## config.mk

```make
export PLATFORM = sky130hd
export DESIGN_NAME = servo_pick_sequencer
export DESIGN_NICKNAME = d
export VERILOG_FILES = /design/src/rtl/servo_pick_sequencer.sv
export SDC_FILE = /design/constraint.sdc
export NUM_CORES = 1
export LEC_CHECK = 0
export BUFFER_PORTS_ARGS = -buffer_cell sky130_fd_sc_hd__buf_2
export CAP_MARGIN = 30
export CORE_MARGIN = 3
export CORE_UTILIZATION = 56
export DETAILED_ROUTE_END_ITERATION = 16
export PLACE_DENSITY = 0.76
export SLEW_MARGIN = 30
export SYNTH_ARGS = -nofsm -noshare
export SYNTH_HDL_FRONTEND = slang
export SYNTH_SLANG_ARGS = --single-unit
```

## constraint.sdc

```tcl
create_clock -name clk -period 3.4 [get_ports clk]
set_clock_uncertainty 0.2 [all_clocks]
set_input_delay 0.51 -clock clk [delete_from_list [all_inputs] [get_ports clk]]
set_output_delay 0.51 -clock clk [all_outputs]
set_load 0.01 [all_outputs]
```

## src/rtl/servo_pick_sequencer.sv

```systemverilog
// ------------------------------------------------------------------------
// servo_pick_sequencer: pick/place/home pose sequencer with shared-frame servo PWM. Rev 1.0
// ------------------------------------------------------------------------
`default_nettype none

module servo_pick_sequencer #(
  parameter int CLK_PER_FRAME = 1000000,
  parameter int ARM_DOWN_W    = 118000,
  parameter int ARM_UP_W      = 135000,
  parameter int GRIP_OPEN_W   = 115000,
  parameter int GRIP_CLOSE_W  = 15000,
  parameter int GRIP_REST_W   = 65000,
  parameter int HOLD_FRAMES   = 10,
  parameter int WAIT_FRAMES   = 10
) (
  input  logic       clk,
  input  logic       rst_n,
  input  logic       cmd_valid,
  input  logic [1:0] cmd_op,
  output logic       cmd_ready,
  input  logic       abort,
  output logic       arm_pwm,
  output logic       grip_pwm,
  output logic       busy,
  output logic       done,
  output logic       err,
  output logic [2:0] step
);

  localparam int CW   = $clog2(CLK_PER_FRAME);
  localparam int MAXF = (HOLD_FRAMES > WAIT_FRAMES) ? HOLD_FRAMES : WAIT_FRAMES;
  localparam int FW   = $clog2(MAXF + 1);

  localparam logic [CW-1:0] C_LAST       = CW'(CLK_PER_FRAME - 1);
  localparam logic [CW-1:0] C_ARM_DOWN   = CW'(ARM_DOWN_W);
  localparam logic [CW-1:0] C_ARM_UP     = CW'(ARM_UP_W);
  localparam logic [CW-1:0] C_GRIP_OPEN  = CW'(GRIP_OPEN_W);
  localparam logic [CW-1:0] C_GRIP_CLOSE = CW'(GRIP_CLOSE_W);
  localparam logic [CW-1:0] C_GRIP_REST  = CW'(GRIP_REST_W);
  localparam logic [FW-1:0] C_HOLD       = FW'(HOLD_FRAMES);
  localparam logic [FW-1:0] C_WAIT       = FW'(WAIT_FRAMES);

  localparam logic [1:0] OP_PICK = 2'b00;
  localparam logic [1:0] OP_HOME = 2'b10;
  localparam logic [1:0] OP_RSVD = 2'b11;

  typedef enum logic [2:0] {
    S_IDLE       = 3'd0,
    S_ARM_DOWN   = 3'd1,
    S_GRIP_OPEN  = 3'd2,
    S_DWELL      = 3'd3,
    S_GRIP_CLOSE = 3'd4,
    S_ARM_UP     = 3'd5,
    S_GRIP_REST  = 3'd6,
    S_PEND       = 3'd7
  } state_t;

  function automatic state_t first_step(input logic [1:0] op);
    first_step = (op == OP_HOME) ? S_ARM_UP : S_ARM_DOWN;
  endfunction

  // S_IDLE as a result means the sequence is complete.
  function automatic state_t next_step(input state_t s, input logic [1:0] op,
                                       input logic aborted);
    case (s)
      S_ARM_DOWN:   next_step = S_GRIP_OPEN;
      S_GRIP_OPEN:  next_step = S_DWELL;
      S_DWELL:      next_step = (op == OP_PICK) ? S_GRIP_CLOSE : S_ARM_UP;
      S_GRIP_CLOSE: next_step = S_ARM_UP;
      S_ARM_UP:     next_step = (op == OP_HOME && !aborted) ? S_GRIP_REST : S_IDLE;
      default:      next_step = S_IDLE;
    endcase
  endfunction

  state_t          state_q, state_d, nxt;
  logic [CW-1:0]   cnt_q, cnt_d;
  logic [CW-1:0]   arm_w_q, arm_w_d, grip_w_q, grip_w_d;
  logic [FW-1:0]   frames_q, frames_d, frames_inc, limit;
  logic [1:0]      op_q, op_d;
  logic            abort_q, abort_d;
  logic            arm_pwm_q, arm_pwm_d, grip_pwm_q, grip_pwm_d;
  logic            ready_q, ready_d, busy_q, busy_d, done_q, done_d, err_q, err_d;
  logic            frame_end, in_motion;

  assign frame_end  = (cnt_q == C_LAST);
  assign in_motion  = state_q inside {S_ARM_DOWN, S_GRIP_OPEN, S_DWELL, S_GRIP_CLOSE};
  assign frames_inc = frames_q + FW'(1);
  assign limit      = (state_q == S_DWELL) ? C_WAIT : C_HOLD;
  assign nxt        = next_step(state_q, op_q, abort_q);

  always_comb begin
    cnt_d    = frame_end ? '0 : cnt_q + CW'(1);
    state_d  = state_q;
    op_d     = op_q;
    frames_d = frames_q;
    abort_d  = abort_q | (abort & in_motion);
    done_d   = 1'b0;
    err_d    = 1'b0;

    case (state_q)
      S_IDLE: begin
        if (cmd_valid && ready_q) begin
          if (cmd_op == OP_RSVD) begin
            done_d = 1'b1;
            err_d  = 1'b1;
          end else begin
            op_d     = cmd_op;
            abort_d  = 1'b0;
            frames_d = '0;
            // The first pose must start on a frame boundary strictly after acceptance.
            state_d  = frame_end ? first_step(cmd_op) : S_PEND;
          end
        end
      end
      S_PEND: begin
        if (frame_end) state_d = first_step(op_q);
      end
      default: begin
        if (frame_end) begin
          if (in_motion && (abort_q || abort)) begin
            state_d  = S_ARM_UP;
            frames_d = '0;
          end else if (frames_inc == limit) begin
            frames_d = '0;
            state_d  = nxt;
            if (nxt == S_IDLE) begin
              done_d = 1'b1;
              err_d  = abort_q;
            end
          end else begin
            frames_d = frames_inc;
          end
        end
      end
    endcase

    // Widths only reload at the frame start, so pulses are never cut short mid-frame.
    arm_w_d  = arm_w_q;
    grip_w_d = grip_w_q;
    if (cnt_q == '0) begin
      case (state_q)
        S_ARM_DOWN:   arm_w_d  = C_ARM_DOWN;
        S_ARM_UP:     arm_w_d  = C_ARM_UP;
        S_GRIP_OPEN:  grip_w_d = C_GRIP_OPEN;
        S_GRIP_CLOSE: grip_w_d = C_GRIP_CLOSE;
        S_GRIP_REST:  grip_w_d = C_GRIP_REST;
        default: ;
      endcase
    end

    arm_pwm_d  = (cnt_d < arm_w_d);
    grip_pwm_d = (cnt_d < grip_w_d);
    ready_d    = (state_d == S_IDLE);
    busy_d     = (state_d != S_IDLE);
  end

  always_ff @(posedge clk or negedge rst_n) begin
    if (!rst_n) begin
      state_q    <= S_IDLE;
      cnt_q      <= '0;
      arm_w_q    <= C_ARM_UP;
      grip_w_q   <= C_GRIP_REST;
      frames_q   <= '0;
      op_q       <= OP_PICK;
      abort_q    <= 1'b0;
      arm_pwm_q  <= 1'b0;
      grip_pwm_q <= 1'b0;
      ready_q    <= 1'b0;
      busy_q     <= 1'b0;
      done_q     <= 1'b0;
      err_q      <= 1'b0;
    end else begin
      state_q    <= state_d;
      cnt_q      <= cnt_d;
      arm_w_q    <= arm_w_d;
      grip_w_q   <= grip_w_d;
      frames_q   <= frames_d;
      op_q       <= op_d;
      abort_q    <= abort_d;
      arm_pwm_q  <= arm_pwm_d;
      grip_pwm_q <= grip_pwm_d;
      ready_q    <= ready_d;
      busy_q     <= busy_d;
      done_q     <= done_d;
      err_q      <= err_d;
    end
  end

  assign cmd_ready = ready_q;
  assign arm_pwm   = arm_pwm_q;
  assign grip_pwm  = grip_pwm_q;
  assign busy      = busy_q;
  assign done      = done_q;
  assign err       = err_q;
  assign step      = state_q;

endmodule

`default_nettype wire
```

==> results.yml <==
status:
  status: "complete, but fails checks"
  violations: "hold timing, setup timing"
critical_path:
  r2r_slack_ns: -0.04
  worstPathRequired_ns: 3.45
  cp_max_fo: 7
  r2r_end: "grip_pwm$_DFF_PN0_"
  arrival_ns: 3.49
  end_kind: "flip-flop"
  reg2regPathDepth: 15
  worstSetupPathType: "reg2reg"
  rr_startpoint: "cnt_q[0]$_DFF_PN0_"
  critPathLaunchType: "flip-flop"
pwr:
  vdd_drop_max_uv: 301.4
  power_mw: 1.715
  power_leakage_nw: 2.444
  p_per_area_mw_per_mm2: 354.7
timing:
  fin_hold_ws_ns: -0.02202
  worst_slack_ns: -0.04013
  fin_setup_tns_ns: -0.04013
  tightest_slew_ns: 0.7876
  slew_headroom: 0.4709
  rsz0062_at_grt: "yes"
  setup_viol: 1
  drv_slew: 0
  hold_viol: 20
  fmax_ghz: 0.2907
  period_needed_ns: 3.440
  post-route-period-util: 1.012
yosys:
  synth-edff-count: 0
  synth_top_flop_cell: "dfrtp_1"
  syn-mean-instance-area_um2: 9.831
  synthCells: 427
  syn-num-nets: 475
  synth.ff_latch_count: 76
  seq_area_frac_synth: 0.4587
  yosysWarnings: 0
  syn_area_mm2: 0.004198
  synthArstFlopShare: 1.000
  synth_cell_type_count: 57
drt:
  routedWlPerCell_um: 16.91
  drc_errors: 0
  first_pass_iters: 5
  drtIter0Drc: 197
  vias: 3238
  wirelength_um: 9555
  drtAntennaViolNets: 0
  vias_per_cell: 5.731
clock_tree:
  clkTransAtPathRegs_ns: 0.09
  cts.sinks: 76
  clock_path_buffers: 2
  clkLatencyLatePin_ns: 0.34
  cts-root-buf: "clkbuf_8"
  cts_htree_levels: 3
  cts_buffers: 9
  cts_tree: "done"
floorplan:
  core_area_mm2: 0.007019
  initial_core_util: 0.5980
  die_x_um: 92.58
  boundaryPins: 15
  die-area_mm2: 0.008571
  die_y_um: 92.58
  rows: 30
final_layout:
  area_growth_pct: 15.20
  final_cell_mix: "dfrtp_1, inv_1, ha_1"
  n_antenna_cell: 0
  layout-drive-gt1-share: 0.2047
  nets: 512
  final_common_cell: "dfrtp_1"
global_routing:
  grt_pass1_vias: 3243
  gr-total-overflow: 0
  grt.total_usage: 0.2370
  grt_pass1_wl_um: 15660
  grt_max_degree: 77
  grt_antenna_before_repair: 0
job:
  max_cap_viol_count: 0
placed_design:
  place_hpwl_um: 7194
  place_ws_ns: -0.1317
  port_buffers: 14
  gp_congestion: 0.9185
hold_path:
  hp-class: "in2async"
## flip-flops by register name (all words and copies together) (netlist names), 2 cells and up
name	cells
step	3
arm_w_q	20
grip_w_q	20
op_q	2
frames_q	4
cnt_q	20
## metrics by stage
stage	hold WS, ns	std cells	area [um2]	util
2_1_floorplan	0.01441	427	4198	-
3_3_place_gp	0.2454	548	4503	0.6415
3_5_place_dp	0.2530	548	4503	0.6415
4_1_cts	0.1394	564	4737	0.6749
5_1_grt	0.02379	565	4836	0.6889
6_report	-0.02202	565	4836	0.6889
## layer usage
layer,global-route usage,up-vias,wire [um]
li1,-,1574,-
met1,0.3250,1572,4464
met5,0,-,0
met4,0.07550,0,178
met3,0.04793,19,393
met2,0.3782,73,4519
## what timing repair did
action | in CTS | in global routing
buffers inserted | 0 | 1
hold buffers | 0 | 0
resized for setup | 4 | 22
pin swaps | 0 | 3
setup endpoints to repair | 2 | 2
## how the worst max path moves through the flow
stage / start / endpoint / slack, ns / cells past startpoint
CTS: cnt_q[0]$_DFF_PN0_ / grip_pwm$_DFF_PN0_ / -0.02 / 14
global placement: cnt_q[13]$_DFF_PN0_ / grip_pwm$_DFF_PN0_ / 0.03 / 12
global route: cnt_q[1]$_DFF_PN0_ / grip_pwm$_DFF_PN0_ / -0.17 / 15
floorplan: cnt_q[0]$_DFF_PN0_ / grip_pwm$_DFF_PN0_ / 0.13 / 15
finish: cnt_q[0]$_DFF_PN0_ / grip_pwm$_DFF_PN0_ / -0.04 / 15
detailed placement: cnt_q[0]$_DFF_PN0_ / grip_pwm$_DFF_PN0_ / -0.13 / 14
## final cells by class
| cell class | count | area [um2] |
|---|---|---|
| Clock buffer | 10 | 127.6 |
| Sequential cell | 76 | 1927 |
| Multi-Input combinational cell | 295 | 2162 |
| Clock inverter | 6 | 88.84 |
| Tap cell | 96 | 120.1 |
| Timing Repair Buffer | 34 | 230.2 |
| Fill cell | 578 | 2183 |
| Inverter | 48 | 180.2 |
## worst max-delay path, cell delays in order (launching register included)
cell and delay (ns):
dfrtp_1 0.41, inv_2 0.08, ha_1 0.14, nor4b_4 0.18, and4_4 0.26, nand2_2 0.06
or4_4 0.46, buf_6 0.16, o211a_1 0.12, ha_2 0.18, a21o_1 0.18, a21oi_2 0.15
nor2_1 0.06, a2111oi_2 0.36, o211ai_1 0.13, a41oi_1 0.22
## synthesized netlist by cell type (all sizes together), types with 3 or more instances
library cell / instances / area [um2]
a211o: 3 / 26.28
and3: 7 / 43.79
nand3b: 3 / 22.52
nor3: 12 / 71.32
nand4: 11 / 68.82
nor3b: 3 / 22.52
clkbuf: 8 / 30.03
and2: 8 / 51.30
nand3: 15 / 80.08
nor4: 6 / 67.56
xnor2: 13 / 113.9
nor2: 28 / 105.1
nand2: 37 / 141.4
nor2b: 3 / 18.77
nand2b: 6 / 37.54
o21ai: 16 / 80.08
o211ai: 4 / 30.03
dfstp: 19 / 499.2
a21o: 10 / 75.07
ha: 42 / 525.5
xor2: 5 / 43.79
o21a: 4 / 30.03
a21oi: 28 / 140.1
dfrtp: 57 / 1426
inv: 48 / 180.2
## logic make-up (layout without fill, tap and decap cells)
family | Yosys count | after routing | synth area share
XOR/XNOR | 18 | 18 | 0.03756
multiplexers | 2 | 2 | 0.005067
AND/OR/NAND/NOR | 148 | 148 | 0.1920
flip-flops | 76 | 76 | 0.4587
AO/OA/AOI/OAI | 85 | 85 | 0.1315
buffers and inverters | 56 | 98 | 0.05007
adder cells (fa/ha/maj) | 42 | 42 | 0.1252
## report_power, final
part           switching, mW  internal (mW)
combinational         0.0335         0.0138
sequential           0.00298          0.912
clock                  0.339          0.414
total                  0.376           1.34
Power figures use the tool's default switching activity.
